===== src/rtl/miriscv_decode_stage_if.sv =====
`default_nettype none
// ============================================================================
// Module   : miriscv_decode_stage_if
// Brief    : Fetch-side, decode-side and pipeline-control signals of the decode stage
// Revision : 1.0
// ============================================================================
interface miriscv_decode_stage_if #(
    parameter int XLEN = 32
);
    logic            f_valid_i;
    logic            f_ready_o;
    logic [31:0]     f_instr_i;
    logic [XLEN-1:0] f_pc_i;
    logic            kill_i;
    logic            ex_busy_i;
    logic            d_valid_o;
    logic            d_ready_i;
    logic [31:0]     d_instr_o;
    logic [XLEN-1:0] d_pc_o;
    logic [3:0]      d_alu_op_o;
    logic [2:0]      d_mdu_op_o;
    logic            d_mdu_req_o;
    logic            d_mem_req_o;
    logic            d_mem_we_o;
    logic [2:0]      d_mem_size_o;
    logic [2:0]      d_wb_src_sel_o;
    logic            d_wb_we_o;
    logic            d_rs1_re_o;
    logic            d_rs2_re_o;
    logic            d_op1_sel_o;
    logic            d_op2_sel_o;
    logic            d_branch_o;
    logic            d_jal_o;
    logic            d_jalr_o;
    logic            d_fence_o;
    logic            d_fencei_o;
    logic            d_csr_o;
    logic [1:0]      d_sys_op_o;
    logic            d_illegal_o;
    logic            fencei_flush_o;

    modport slave (
        input  f_valid_i, f_instr_i, f_pc_i, kill_i, ex_busy_i, d_ready_i,
        output f_ready_o, d_valid_o, d_instr_o, d_pc_o, d_alu_op_o, d_mdu_op_o,
               d_mdu_req_o, d_mem_req_o, d_mem_we_o, d_mem_size_o, d_wb_src_sel_o,
               d_wb_we_o, d_rs1_re_o, d_rs2_re_o, d_op1_sel_o, d_op2_sel_o,
               d_branch_o, d_jal_o, d_jalr_o, d_fence_o, d_fencei_o, d_csr_o,
               d_sys_op_o, d_illegal_o, fencei_flush_o
    );

    modport master (
        output f_valid_i, f_instr_i, f_pc_i, kill_i, ex_busy_i, d_ready_i,
        input  f_ready_o, d_valid_o, d_instr_o, d_pc_o, d_alu_op_o, d_mdu_op_o,
               d_mdu_req_o, d_mem_req_o, d_mem_we_o, d_mem_size_o, d_wb_src_sel_o,
               d_wb_we_o, d_rs1_re_o, d_rs2_re_o, d_op1_sel_o, d_op2_sel_o,
               d_branch_o, d_jal_o, d_jalr_o, d_fence_o, d_fencei_o, d_csr_o,
               d_sys_op_o, d_illegal_o, fencei_flush_o
    );
endinterface
`default_nettype wire


===== src/rtl/miriscv_decode_stage.sv =====
`default_nettype none
// ============================================================================
// Module   : miriscv_decode_stage
// Brief    : Registered RV32I(+M/Zicsr/Zifencei) decode stage with fence/trap serialisation
// Revision : 1.0
// ============================================================================
module miriscv_decode_stage #(
    parameter int XLEN     = 32,
    parameter bit RV32M    = 1'b1,
    parameter bit ZICSR    = 1'b1,
    parameter bit ZIFENCEI = 1'b1
) (
    input  logic                  clk_i,
    input  logic                  rst_i,
    miriscv_decode_stage_if.slave dec_if
);
    localparam logic [6:0] c_op_lui    = 7'b0110111;
    localparam logic [6:0] c_op_auipc  = 7'b0010111;
    localparam logic [6:0] c_op_jal    = 7'b1101111;
    localparam logic [6:0] c_op_jalr   = 7'b1100111;
    localparam logic [6:0] c_op_branch = 7'b1100011;
    localparam logic [6:0] c_op_load   = 7'b0000011;
    localparam logic [6:0] c_op_store  = 7'b0100011;
    localparam logic [6:0] c_op_opimm  = 7'b0010011;
    localparam logic [6:0] c_op_op     = 7'b0110011;
    localparam logic [6:0] c_op_misc   = 7'b0001111;
    localparam logic [6:0] c_op_system = 7'b1110011;

    localparam logic [2:0] c_wb_alu = 3'd0;
    localparam logic [2:0] c_wb_mdu = 3'd1;
    localparam logic [2:0] c_wb_lsu = 3'd2;
    localparam logic [2:0] c_wb_pc4 = 3'd3;
    localparam logic [2:0] c_wb_imm = 3'd4;
    localparam logic [2:0] c_wb_csr = 3'd5;

    localparam logic [1:0] c_st_run        = 2'd0;
    localparam logic [1:0] c_st_fence_wait = 2'd1;
    localparam logic [1:0] c_st_flush      = 2'd2;
    localparam logic [1:0] c_st_trap_wait  = 2'd3;

    typedef struct packed {
        logic [31:0]     instr;
        logic [XLEN-1:0] pc;
        logic [3:0]      alu_op;
        logic [2:0]      mdu_op;
        logic            mdu_req;
        logic            mem_req;
        logic            mem_we;
        logic [2:0]      mem_size;
        logic [2:0]      wb_src;
        logic            wb_we;
        logic            rs1_re;
        logic            rs2_re;
        logic            op1_sel;
        logic            op2_sel;
        logic            branch;
        logic            jal;
        logic            jalr;
        logic            fence;
        logic            fencei;
        logic            csr;
        logic [1:0]      sys_op;
        logic            illegal;
    } decode_t;

    decode_t     w_dec;
    decode_t     r_dec;
    logic        w_ill;
    logic [31:0] w_instr;
    logic [6:0]  w_opcode;
    logic [2:0]  w_funct3;
    logic [6:0]  w_funct7;
    logic [1:0]  r_state;
    logic        r_d_valid;
    logic        r_flush;
    logic        w_f_ready;
    logic        w_accept;
    logic        w_fence_done;

    assign w_instr  = dec_if.f_instr_i;
    assign w_opcode = w_instr[6:0];
    assign w_funct3 = w_instr[14:12];
    assign w_funct7 = w_instr[31:25];

    // The full 7-bit opcode match also rejects compressed encodings (instr[1:0] != 11).
    always_comb begin
        w_ill       = 1'b0;
        w_dec       = '0;
        w_dec.instr = w_instr;
        w_dec.pc    = dec_if.f_pc_i;
        case (w_opcode)
            c_op_lui: begin
                w_dec.wb_we  = 1'b1;
                w_dec.wb_src = c_wb_imm;
            end
            c_op_auipc: begin
                w_dec.wb_we   = 1'b1;
                w_dec.wb_src  = c_wb_alu;
                w_dec.op1_sel = 1'b1;
                w_dec.op2_sel = 1'b1;
            end
            c_op_jal: begin
                w_dec.jal    = 1'b1;
                w_dec.wb_we  = 1'b1;
                w_dec.wb_src = c_wb_pc4;
            end
            c_op_jalr: begin
                w_dec.jalr   = 1'b1;
                w_dec.wb_we  = 1'b1;
                w_dec.wb_src = c_wb_pc4;
                w_dec.rs1_re = 1'b1;
                w_ill        = (w_funct3 != 3'b000);
            end
            c_op_branch: begin
                w_dec.branch = 1'b1;
                w_dec.rs1_re = 1'b1;
                w_dec.rs2_re = 1'b1;
                w_ill        = (w_funct3 == 3'b010) || (w_funct3 == 3'b011);
            end
            c_op_load: begin
                w_dec.mem_req  = 1'b1;
                w_dec.mem_size = w_funct3;
                w_dec.wb_we    = 1'b1;
                w_dec.wb_src   = c_wb_lsu;
                w_dec.rs1_re   = 1'b1;
                w_dec.op2_sel  = 1'b1;
                w_ill          = (w_funct3 == 3'b011) || (w_funct3 == 3'b110) || (w_funct3 == 3'b111);
            end
            c_op_store: begin
                w_dec.mem_req  = 1'b1;
                w_dec.mem_we   = 1'b1;
                w_dec.mem_size = w_funct3;
                w_dec.rs1_re   = 1'b1;
                w_dec.rs2_re   = 1'b1;
                w_dec.op2_sel  = 1'b1;
                w_ill          = w_funct3[2] || (w_funct3 == 3'b011);
            end
            c_op_opimm: begin
                w_dec.wb_we   = 1'b1;
                w_dec.rs1_re  = 1'b1;
                w_dec.op2_sel = 1'b1;
                w_dec.alu_op  = {1'b0, w_funct3};
                // funct7 only qualifies the shift-immediate forms; elsewhere it is immediate data.
                if (w_funct3 == 3'b001) begin
                    w_ill = (w_funct7 != 7'b0000000);
                end else if (w_funct3 == 3'b101) begin
                    if (w_funct7 == 7'b0100000) w_dec.alu_op = {1'b1, w_funct3};
                    else if (w_funct7 != 7'b0000000) w_ill = 1'b1;
                end
            end
            c_op_op: begin
                w_dec.wb_we  = 1'b1;
                w_dec.rs1_re = 1'b1;
                w_dec.rs2_re = 1'b1;
                if (w_funct7 == 7'b0000000) begin
                    w_dec.alu_op = {1'b0, w_funct3};
                end else if ((w_funct7 == 7'b0100000) && ((w_funct3 == 3'b000) || (w_funct3 == 3'b101))) begin
                    w_dec.alu_op = {1'b1, w_funct3};
                end else if ((w_funct7 == 7'b0000001) && RV32M) begin
                    w_dec.mdu_req = 1'b1;
                    w_dec.mdu_op  = w_funct3;
                    w_dec.wb_src  = c_wb_mdu;
                end else begin
                    w_ill = 1'b1;
                end
            end
            c_op_misc: begin
                if (w_funct3 == 3'b000) w_dec.fence = 1'b1;
                else if ((w_funct3 == 3'b001) && ZIFENCEI) w_dec.fencei = 1'b1;
                else w_ill = 1'b1;
            end
            c_op_system: begin
                if (!ZICSR) begin
                    w_ill = 1'b1;
                end else if (w_funct3 == 3'b000) begin
                    case (w_instr)
                        32'h00000073: w_dec.sys_op = 2'd1;
                        32'h00100073: w_dec.sys_op = 2'd2;
                        32'h30200073: w_dec.sys_op = 2'd3;
                        default:      w_ill        = 1'b1;
                    endcase
                end else if (w_funct3 == 3'b100) begin
                    w_ill = 1'b1;
                end else begin
                    w_dec.csr    = 1'b1;
                    w_dec.wb_we  = 1'b1;
                    w_dec.wb_src = c_wb_csr;
                    w_dec.rs1_re = !w_funct3[2];
                end
            end
            default: w_ill = 1'b1;
        endcase
        if (w_ill) begin
            w_dec         = '0;
            w_dec.instr   = w_instr;
            w_dec.pc      = dec_if.f_pc_i;
            w_dec.illegal = 1'b1;
        end
    end

    assign w_f_ready    = (r_state == c_st_run) && (!r_d_valid || dec_if.d_ready_i) && !dec_if.kill_i;
    assign w_accept     = dec_if.f_valid_i && w_f_ready;
    assign w_fence_done = (!r_d_valid || dec_if.d_ready_i) && !dec_if.ex_busy_i;

    always_ff @(posedge clk_i or posedge rst_i) begin
        if (rst_i) begin
            r_state   <= c_st_run;
            r_d_valid <= 1'b0;
            r_flush   <= 1'b0;
            r_dec     <= '0;
        end else if (dec_if.kill_i) begin
            r_state   <= c_st_run;
            r_d_valid <= 1'b0;
            r_flush   <= 1'b0;
        end else begin
            r_flush <= 1'b0;
            if (w_accept) begin
                r_dec     <= w_dec;
                r_d_valid <= 1'b1;
            end else if (r_d_valid && dec_if.d_ready_i) begin
                r_d_valid <= 1'b0;
            end
            case (r_state)
                c_st_run: begin
                    if (w_accept && (w_dec.fence || w_dec.fencei)) r_state <= c_st_fence_wait;
                    else if (w_accept && (w_dec.illegal || (w_dec.sys_op != 2'd0))) r_state <= c_st_trap_wait;
                end
                c_st_fence_wait: begin
                    // No accepts happen here, so r_dec still describes the fence being drained.
                    if (w_fence_done) begin
                        if (r_dec.fencei) begin
                            r_state <= c_st_flush;
                            r_flush <= 1'b1;
                        end else begin
                            r_state <= c_st_run;
                        end
                    end
                end
                c_st_flush:     r_state <= c_st_run;
                c_st_trap_wait: r_state <= c_st_trap_wait;
            endcase
        end
    end

    assign dec_if.f_ready_o      = w_f_ready;
    assign dec_if.d_valid_o      = r_d_valid;
    assign dec_if.d_instr_o      = r_dec.instr;
    assign dec_if.d_pc_o         = r_dec.pc;
    assign dec_if.d_alu_op_o     = r_dec.alu_op;
    assign dec_if.d_mdu_op_o     = r_dec.mdu_op;
    assign dec_if.d_mdu_req_o    = r_dec.mdu_req;
    assign dec_if.d_mem_req_o    = r_dec.mem_req;
    assign dec_if.d_mem_we_o     = r_dec.mem_we;
    assign dec_if.d_mem_size_o   = r_dec.mem_size;
    assign dec_if.d_wb_src_sel_o = r_dec.wb_src;
    assign dec_if.d_wb_we_o      = r_dec.wb_we;
    assign dec_if.d_rs1_re_o     = r_dec.rs1_re;
    assign dec_if.d_rs2_re_o     = r_dec.rs2_re;
    assign dec_if.d_op1_sel_o    = r_dec.op1_sel;
    assign dec_if.d_op2_sel_o    = r_dec.op2_sel;
    assign dec_if.d_branch_o     = r_dec.branch;
    assign dec_if.d_jal_o        = r_dec.jal;
    assign dec_if.d_jalr_o       = r_dec.jalr;
    assign dec_if.d_fence_o      = r_dec.fence;
    assign dec_if.d_fencei_o     = r_dec.fencei;
    assign dec_if.d_csr_o        = r_dec.csr;
    assign dec_if.d_sys_op_o     = r_dec.sys_op;
    assign dec_if.d_illegal_o    = r_dec.illegal;
    assign dec_if.fencei_flush_o = r_flush;
endmodule
`default_nettype wire


===== src/flat_wrapper.sv =====
// flat-port wrapper written by rule: the top's interface ports become plain ports
module miriscv_decode_stage_flat 
#(
    parameter int XLEN     = 32,
    parameter bit RV32M    = 1'b1,
    parameter bit ZICSR    = 1'b1,
    parameter bit ZIFENCEI = 1'b1
)
  (clk_i, rst_i, dec_if_f_valid_i, dec_if_f_instr_i, dec_if_f_pc_i, dec_if_kill_i, dec_if_ex_busy_i, dec_if_d_ready_i, dec_if_f_ready_o, dec_if_d_valid_o, dec_if_d_instr_o, dec_if_d_pc_o, dec_if_d_alu_op_o, dec_if_d_mdu_op_o, dec_if_d_mdu_req_o, dec_if_d_mem_req_o, dec_if_d_mem_we_o, dec_if_d_mem_size_o, dec_if_d_wb_src_sel_o, dec_if_d_wb_we_o, dec_if_d_rs1_re_o, dec_if_d_rs2_re_o, dec_if_d_op1_sel_o, dec_if_d_op2_sel_o, dec_if_d_branch_o, dec_if_d_jal_o, dec_if_d_jalr_o, dec_if_d_fence_o, dec_if_d_fencei_o, dec_if_d_csr_o, dec_if_d_sys_op_o, dec_if_d_illegal_o, dec_if_fencei_flush_o);
  miriscv_decode_stage_if #(.XLEN(XLEN)) dec_if_i ();
  input  logic clk_i;
  input  logic rst_i;
  input wire logic [$bits(dec_if_i.f_valid_i)-1:0] dec_if_f_valid_i;
  input wire logic [$bits(dec_if_i.f_instr_i)-1:0] dec_if_f_instr_i;
  input wire logic [$bits(dec_if_i.f_pc_i)-1:0] dec_if_f_pc_i;
  input wire logic [$bits(dec_if_i.kill_i)-1:0] dec_if_kill_i;
  input wire logic [$bits(dec_if_i.ex_busy_i)-1:0] dec_if_ex_busy_i;
  input wire logic [$bits(dec_if_i.d_ready_i)-1:0] dec_if_d_ready_i;
  output wire logic [$bits(dec_if_i.f_ready_o)-1:0] dec_if_f_ready_o;
  output wire logic [$bits(dec_if_i.d_valid_o)-1:0] dec_if_d_valid_o;
  output wire logic [$bits(dec_if_i.d_instr_o)-1:0] dec_if_d_instr_o;
  output wire logic [$bits(dec_if_i.d_pc_o)-1:0] dec_if_d_pc_o;
  output wire logic [$bits(dec_if_i.d_alu_op_o)-1:0] dec_if_d_alu_op_o;
  output wire logic [$bits(dec_if_i.d_mdu_op_o)-1:0] dec_if_d_mdu_op_o;
  output wire logic [$bits(dec_if_i.d_mdu_req_o)-1:0] dec_if_d_mdu_req_o;
  output wire logic [$bits(dec_if_i.d_mem_req_o)-1:0] dec_if_d_mem_req_o;
  output wire logic [$bits(dec_if_i.d_mem_we_o)-1:0] dec_if_d_mem_we_o;
  output wire logic [$bits(dec_if_i.d_mem_size_o)-1:0] dec_if_d_mem_size_o;
  output wire logic [$bits(dec_if_i.d_wb_src_sel_o)-1:0] dec_if_d_wb_src_sel_o;
  output wire logic [$bits(dec_if_i.d_wb_we_o)-1:0] dec_if_d_wb_we_o;
  output wire logic [$bits(dec_if_i.d_rs1_re_o)-1:0] dec_if_d_rs1_re_o;
  output wire logic [$bits(dec_if_i.d_rs2_re_o)-1:0] dec_if_d_rs2_re_o;
  output wire logic [$bits(dec_if_i.d_op1_sel_o)-1:0] dec_if_d_op1_sel_o;
  output wire logic [$bits(dec_if_i.d_op2_sel_o)-1:0] dec_if_d_op2_sel_o;
  output wire logic [$bits(dec_if_i.d_branch_o)-1:0] dec_if_d_branch_o;
  output wire logic [$bits(dec_if_i.d_jal_o)-1:0] dec_if_d_jal_o;
  output wire logic [$bits(dec_if_i.d_jalr_o)-1:0] dec_if_d_jalr_o;
  output wire logic [$bits(dec_if_i.d_fence_o)-1:0] dec_if_d_fence_o;
  output wire logic [$bits(dec_if_i.d_fencei_o)-1:0] dec_if_d_fencei_o;
  output wire logic [$bits(dec_if_i.d_csr_o)-1:0] dec_if_d_csr_o;
  output wire logic [$bits(dec_if_i.d_sys_op_o)-1:0] dec_if_d_sys_op_o;
  output wire logic [$bits(dec_if_i.d_illegal_o)-1:0] dec_if_d_illegal_o;
  output wire logic [$bits(dec_if_i.fencei_flush_o)-1:0] dec_if_fencei_flush_o;
  assign dec_if_i.f_valid_i = dec_if_f_valid_i;
  assign dec_if_i.f_instr_i = dec_if_f_instr_i;
  assign dec_if_i.f_pc_i = dec_if_f_pc_i;
  assign dec_if_i.kill_i = dec_if_kill_i;
  assign dec_if_i.ex_busy_i = dec_if_ex_busy_i;
  assign dec_if_i.d_ready_i = dec_if_d_ready_i;
  assign dec_if_f_ready_o = dec_if_i.f_ready_o;
  assign dec_if_d_valid_o = dec_if_i.d_valid_o;
  assign dec_if_d_instr_o = dec_if_i.d_instr_o;
  assign dec_if_d_pc_o = dec_if_i.d_pc_o;
  assign dec_if_d_alu_op_o = dec_if_i.d_alu_op_o;
  assign dec_if_d_mdu_op_o = dec_if_i.d_mdu_op_o;
  assign dec_if_d_mdu_req_o = dec_if_i.d_mdu_req_o;
  assign dec_if_d_mem_req_o = dec_if_i.d_mem_req_o;
  assign dec_if_d_mem_we_o = dec_if_i.d_mem_we_o;
  assign dec_if_d_mem_size_o = dec_if_i.d_mem_size_o;
  assign dec_if_d_wb_src_sel_o = dec_if_i.d_wb_src_sel_o;
  assign dec_if_d_wb_we_o = dec_if_i.d_wb_we_o;
  assign dec_if_d_rs1_re_o = dec_if_i.d_rs1_re_o;
  assign dec_if_d_rs2_re_o = dec_if_i.d_rs2_re_o;
  assign dec_if_d_op1_sel_o = dec_if_i.d_op1_sel_o;
  assign dec_if_d_op2_sel_o = dec_if_i.d_op2_sel_o;
  assign dec_if_d_branch_o = dec_if_i.d_branch_o;
  assign dec_if_d_jal_o = dec_if_i.d_jal_o;
  assign dec_if_d_jalr_o = dec_if_i.d_jalr_o;
  assign dec_if_d_fence_o = dec_if_i.d_fence_o;
  assign dec_if_d_fencei_o = dec_if_i.d_fencei_o;
  assign dec_if_d_csr_o = dec_if_i.d_csr_o;
  assign dec_if_d_sys_op_o = dec_if_i.d_sys_op_o;
  assign dec_if_d_illegal_o = dec_if_i.d_illegal_o;
  assign dec_if_fencei_flush_o = dec_if_i.fencei_flush_o;
  miriscv_decode_stage #(.XLEN(XLEN), .RV32M(RV32M), .ZICSR(ZICSR), .ZIFENCEI(ZIFENCEI)) u_core (.clk_i(clk_i), .rst_i(rst_i), .dec_if(dec_if_i));
endmodule

===== config.mk =====
export PLATFORM = sky130hd
export DESIGN_NAME = miriscv_decode_stage_flat
export DESIGN_NICKNAME = d
export VERILOG_FILES = /design/src/rtl/miriscv_decode_stage_if.sv /design/src/rtl/miriscv_decode_stage.sv /design/src/flat_wrapper.sv
export SDC_FILE = /design/constraint.sdc
export NUM_CORES = 1
export LEC_CHECK = 0
export ABC_CLOCK_PERIOD_IN_PS = 2400
export BUFFER_PORTS_ARGS = -buffer_cell sky130_fd_sc_hd__buf_2
export CAP_MARGIN = 5
export CORE_MARGIN = 2
export CORE_UTILIZATION = 37
export CTS_BUF_LIST = sky130_fd_sc_hd__clkbuf_4 sky130_fd_sc_hd__clkbuf_8 sky130_fd_sc_hd__clkbuf_16
export DETAILED_ROUTE_END_ITERATION = 8
export PLACE_DENSITY = 0.74
export SYNTH_ARGS = -nofsm -noshare
export SYNTH_HDL_FRONTEND = slang
export SYNTH_SLANG_ARGS = --single-unit

===== constraint.sdc =====
create_clock -name clk_i -period 2.4 [get_ports clk_i]
set_clock_uncertainty 0.1 [all_clocks]
set_input_delay 0 -clock clk_i [delete_from_list [all_inputs] [get_ports clk_i]]
set_output_delay 0 -clock clk_i [all_outputs]
set_load 0.005 [all_outputs]

==> metrics.txt <==
Seq/Total Area, Yosys 54.8%; antenna fix cells 0; worst vdd ir 0.404 mV; slowest cell on the critical path dlygate4sd3_1; vias post-DR 4540; Synth area leaders dfrtp_1, nand2_1, o21ai_0; die height 114 um; CP arrival 2360 ps; Hold WC Path Type in2reg; Finished Cell Area 0.00644 mm2; Cells after Synth 513; syn nets 587; max_slew headroom 64.2%; setup bufs post-CTS 0; Worst Tran Pin Value 532 ps; number of global-route vias before repair 4604; Non-Filler Instances 892; most common library cells after synthesis nand2_1, dfrtp_1, o21ai_0, nor2_1, clkbuf_1; CP required 2550 ps; antenna violations before repair 0; CP max FO 16; max incr delay on CP 550 ps; post-synth top area share 54.8%; CTS buffer count 9; Multi-input gate area 0.00186 mm2; share of cells above drive strength 1 28.1%; Final Wtd Congestion 0.888; post-synthesis register bit count 98; DRT antenna net count 0; Tcrit/Tclk final 92.4%; Fin. Hold Viols 0; Final Max Slew Viols 0; post-DP HPWL 9490 um; largest net degree at the start of global routing 53; Max Freq 451 MHz; row cnt 40; count leader, synth nand2_1; initial DRC count 318; WL/cell 15.7 um; RSZ-0062 raised after global routing no; clk_lat worst skew 350 ps; # clock sinks 98; Layout area overhead 44.0%; maxcap violations 0; H-tree depth 3; Async S/R FF share, synth 100%; PD cells 886 mW/mm2; Setup TNS Final 0 ps; number of synthesized flops with an enable pin 0; Startpoint Class input port; Ys Warns 0; Placed Area 0.00545 mm2; critical path class in2reg; crit-path cells dlygate4sd3_1, buf_2, nor4_1, a31o_2, nand4_1, or2_2, o31ai_1; Remaining DRCs 0; DR vias/cell 5.09; CTS tree done; first-pass GRT wire length 22200 um; Die ar. 0.0130 mm2; CP delay by family, top simple AND/OR/NAND/NOR gates; storage element area 0.00245 mm2; number of nets in the layout 814; All-Layer GR Usage 21.9%; placed cell count 808; DIE WIDTH 114 um; crit path buf inv count 2; Pre-antenna DRT Iters 4; grt ovf 0; initial core utilization 37.6%; # setup viols final 0; clock-pin slew on the worst setup and hold paths 70 ps; post-synth cell types 51; Synth area leader dfrtp_1; Lkg Pwr 3.39 nW; main flop type after synthesis dfrtp_1; root cell of the clock tree clkbuf_16; Mapped Avg Cell Area 8.72 um2; CP Capture Type flop; CTS Buffer Depth 2; core area 0.0119 mm2; Final min period 2220 ps; io pins 167; Cell Area, Synth 0.00448 mm2; Layout fillers 1101; Routed WL 14000 um; port bufs 166; status completed
## layout make-up
cell class	count	share of cell area [%]
clock inverters	5	0.971
multi-input cells	379	28.8
clock buffers	11	3.82
inverters	6	0.408
repair buffers	246	25.0
well taps	147	2.85
flip-flops and latches	98	38.1
## sequential cells by signal, summed over array words and instances (netlist names), 2 cells and up
name / flops
u_core.dec_if.d_sys_op_o: 2
u_core.dec_if.d_alu_op_o: 4
u_core.dec_if.d_instr_o: 32
u_core.r_state: 2
u_core.dec_if.d_pc_o: 32
u_core.dec_if.d_wb_src_sel_o: 3
u_core.dec_if.d_mdu_op_o: 3
u_core.dec_if.d_mem_size_o: 3
## power breakdown
part	switching (mW)	total [mW]	internal [mW]
clock network	0.634	1.49	0.855
registers	0.282	2.46	2.18
logic	0.959	1.76	0.799
## what timing repair did
| action | CTS | global route |
|---|---|---|
| endpoints found under the setup margin | 0 | 17 |
| endpoints found under the hold margin | 171 | 0 |
| hold buffers | 68 | 0 |
| gates resized for setup | 0 | 3 |
## metrics by stage
| stage | total power [mW] | hold WS (ps) | utilization [%] | setup WS, ps |
|---|---|---|---|---|
| floorplan | 3.28 | -54.3 | - | 341 |
| global placement | 4.06 | -106 | 45.7 | 284 |
| detailed placement | 4.15 | -99.5 | 45.7 | 294 |
| CTS | 5.74 | 18.8 | 54.1 | 116 |
| global route | 6.11 | 78.8 | 54.1 | 34.4 |
| finish | 5.71 | 25.1 | 54.1 | 183 |
## worst reg2reg max path, delay by kind of cell (launching register included)
family	cells	cell delay (ps)
and+or+nand+nor	4	820
buffers and inverters	3	590
DFF	1	410
adders and majority gates	1	200
## final timing paths
check | startpoint | endpoint | slack (ps) | depth (start not counted)
max in group asynchronous | rst_i | u_core.dec_if.d_valid_o$_DFFE_PP0P_ | 1400 | 4
worst min-delay path | dec_if_f_instr_i[14] | u_core.dec_if.d_instr_o[14]$_DFFE_PP0P_ | 30 | 3
worst min register to register | u_core.dec_if.d_jalr_o$_DFFE_PP0P_ | u_core.dec_if.d_jalr_o$_DFFE_PP0P_ | 370 | 2
worst max register to register | u_core.r_state[0]$_DFFE_PP0P_ | u_core.dec_if.d_pc_o[11]$_DFFE_PP0P_ | 230 | 8
worst max-delay path | dec_if_f_instr_i[10] | u_core.dec_if.d_wb_src_sel_o[1]$_DFFE_PP0P_ | 180 | 7
min in group asynchronous | rst_i | u_core.dec_if.d_pc_o[27]$_DFFE_PP0P_ | 70 | 3
## logic make-up (layout without fill, tap and decap cells)
family	after synthesis	in the layout	share of synthesized area [%]
mux	3	3	0.727
compound gates	64	64	9.17
flops	98	98	54.8
fa+ha+maj	4	4	1.12
buf+inv	36	268	4.00
xor+xnor	1	1	0.196
simple gates	307	307	30.0
## layout by cell type, fill, tap and decap left out, types with 2 or more instances in the layout
master and count:
a21oi_1 9, a31o_2 2, a31oi_1 2, and2_1 2, and3_1 3, buf_2 166
buf_4 11, clkbuf_16 9, clkinvlp_4 2, dfrtp_1 98, dlygate4sd3_1 68, ha_1 4
inv_1 5, mux2_2 2, nand2_1 229, nand2b_1 4, nand3_1 5, nand4_1 6
nor2_1 21, nor2b_1 5, nor3_1 5, nor3_4 2, nor3b_1 2, nor4_1 7
o21ai_0 21, o22ai_1 3, o31ai_1 14, o32ai_1 2, o41ai_1 2, or2_2 3
or4_1 2
## layer usage
layer | GRT usage [%] | share of wire (%) | vias up
li1 | - | - | 2150
met1 | 27.0 | 42 | 2166
met2 | 35.5 | 48 | 184
met3 | 4.94 | 6.7 | 40
met4 | 12.1 | 3.4 | 0
met5 | 0 | 0 | -
No activity file was read; power rests on OpenSTA's default activity.
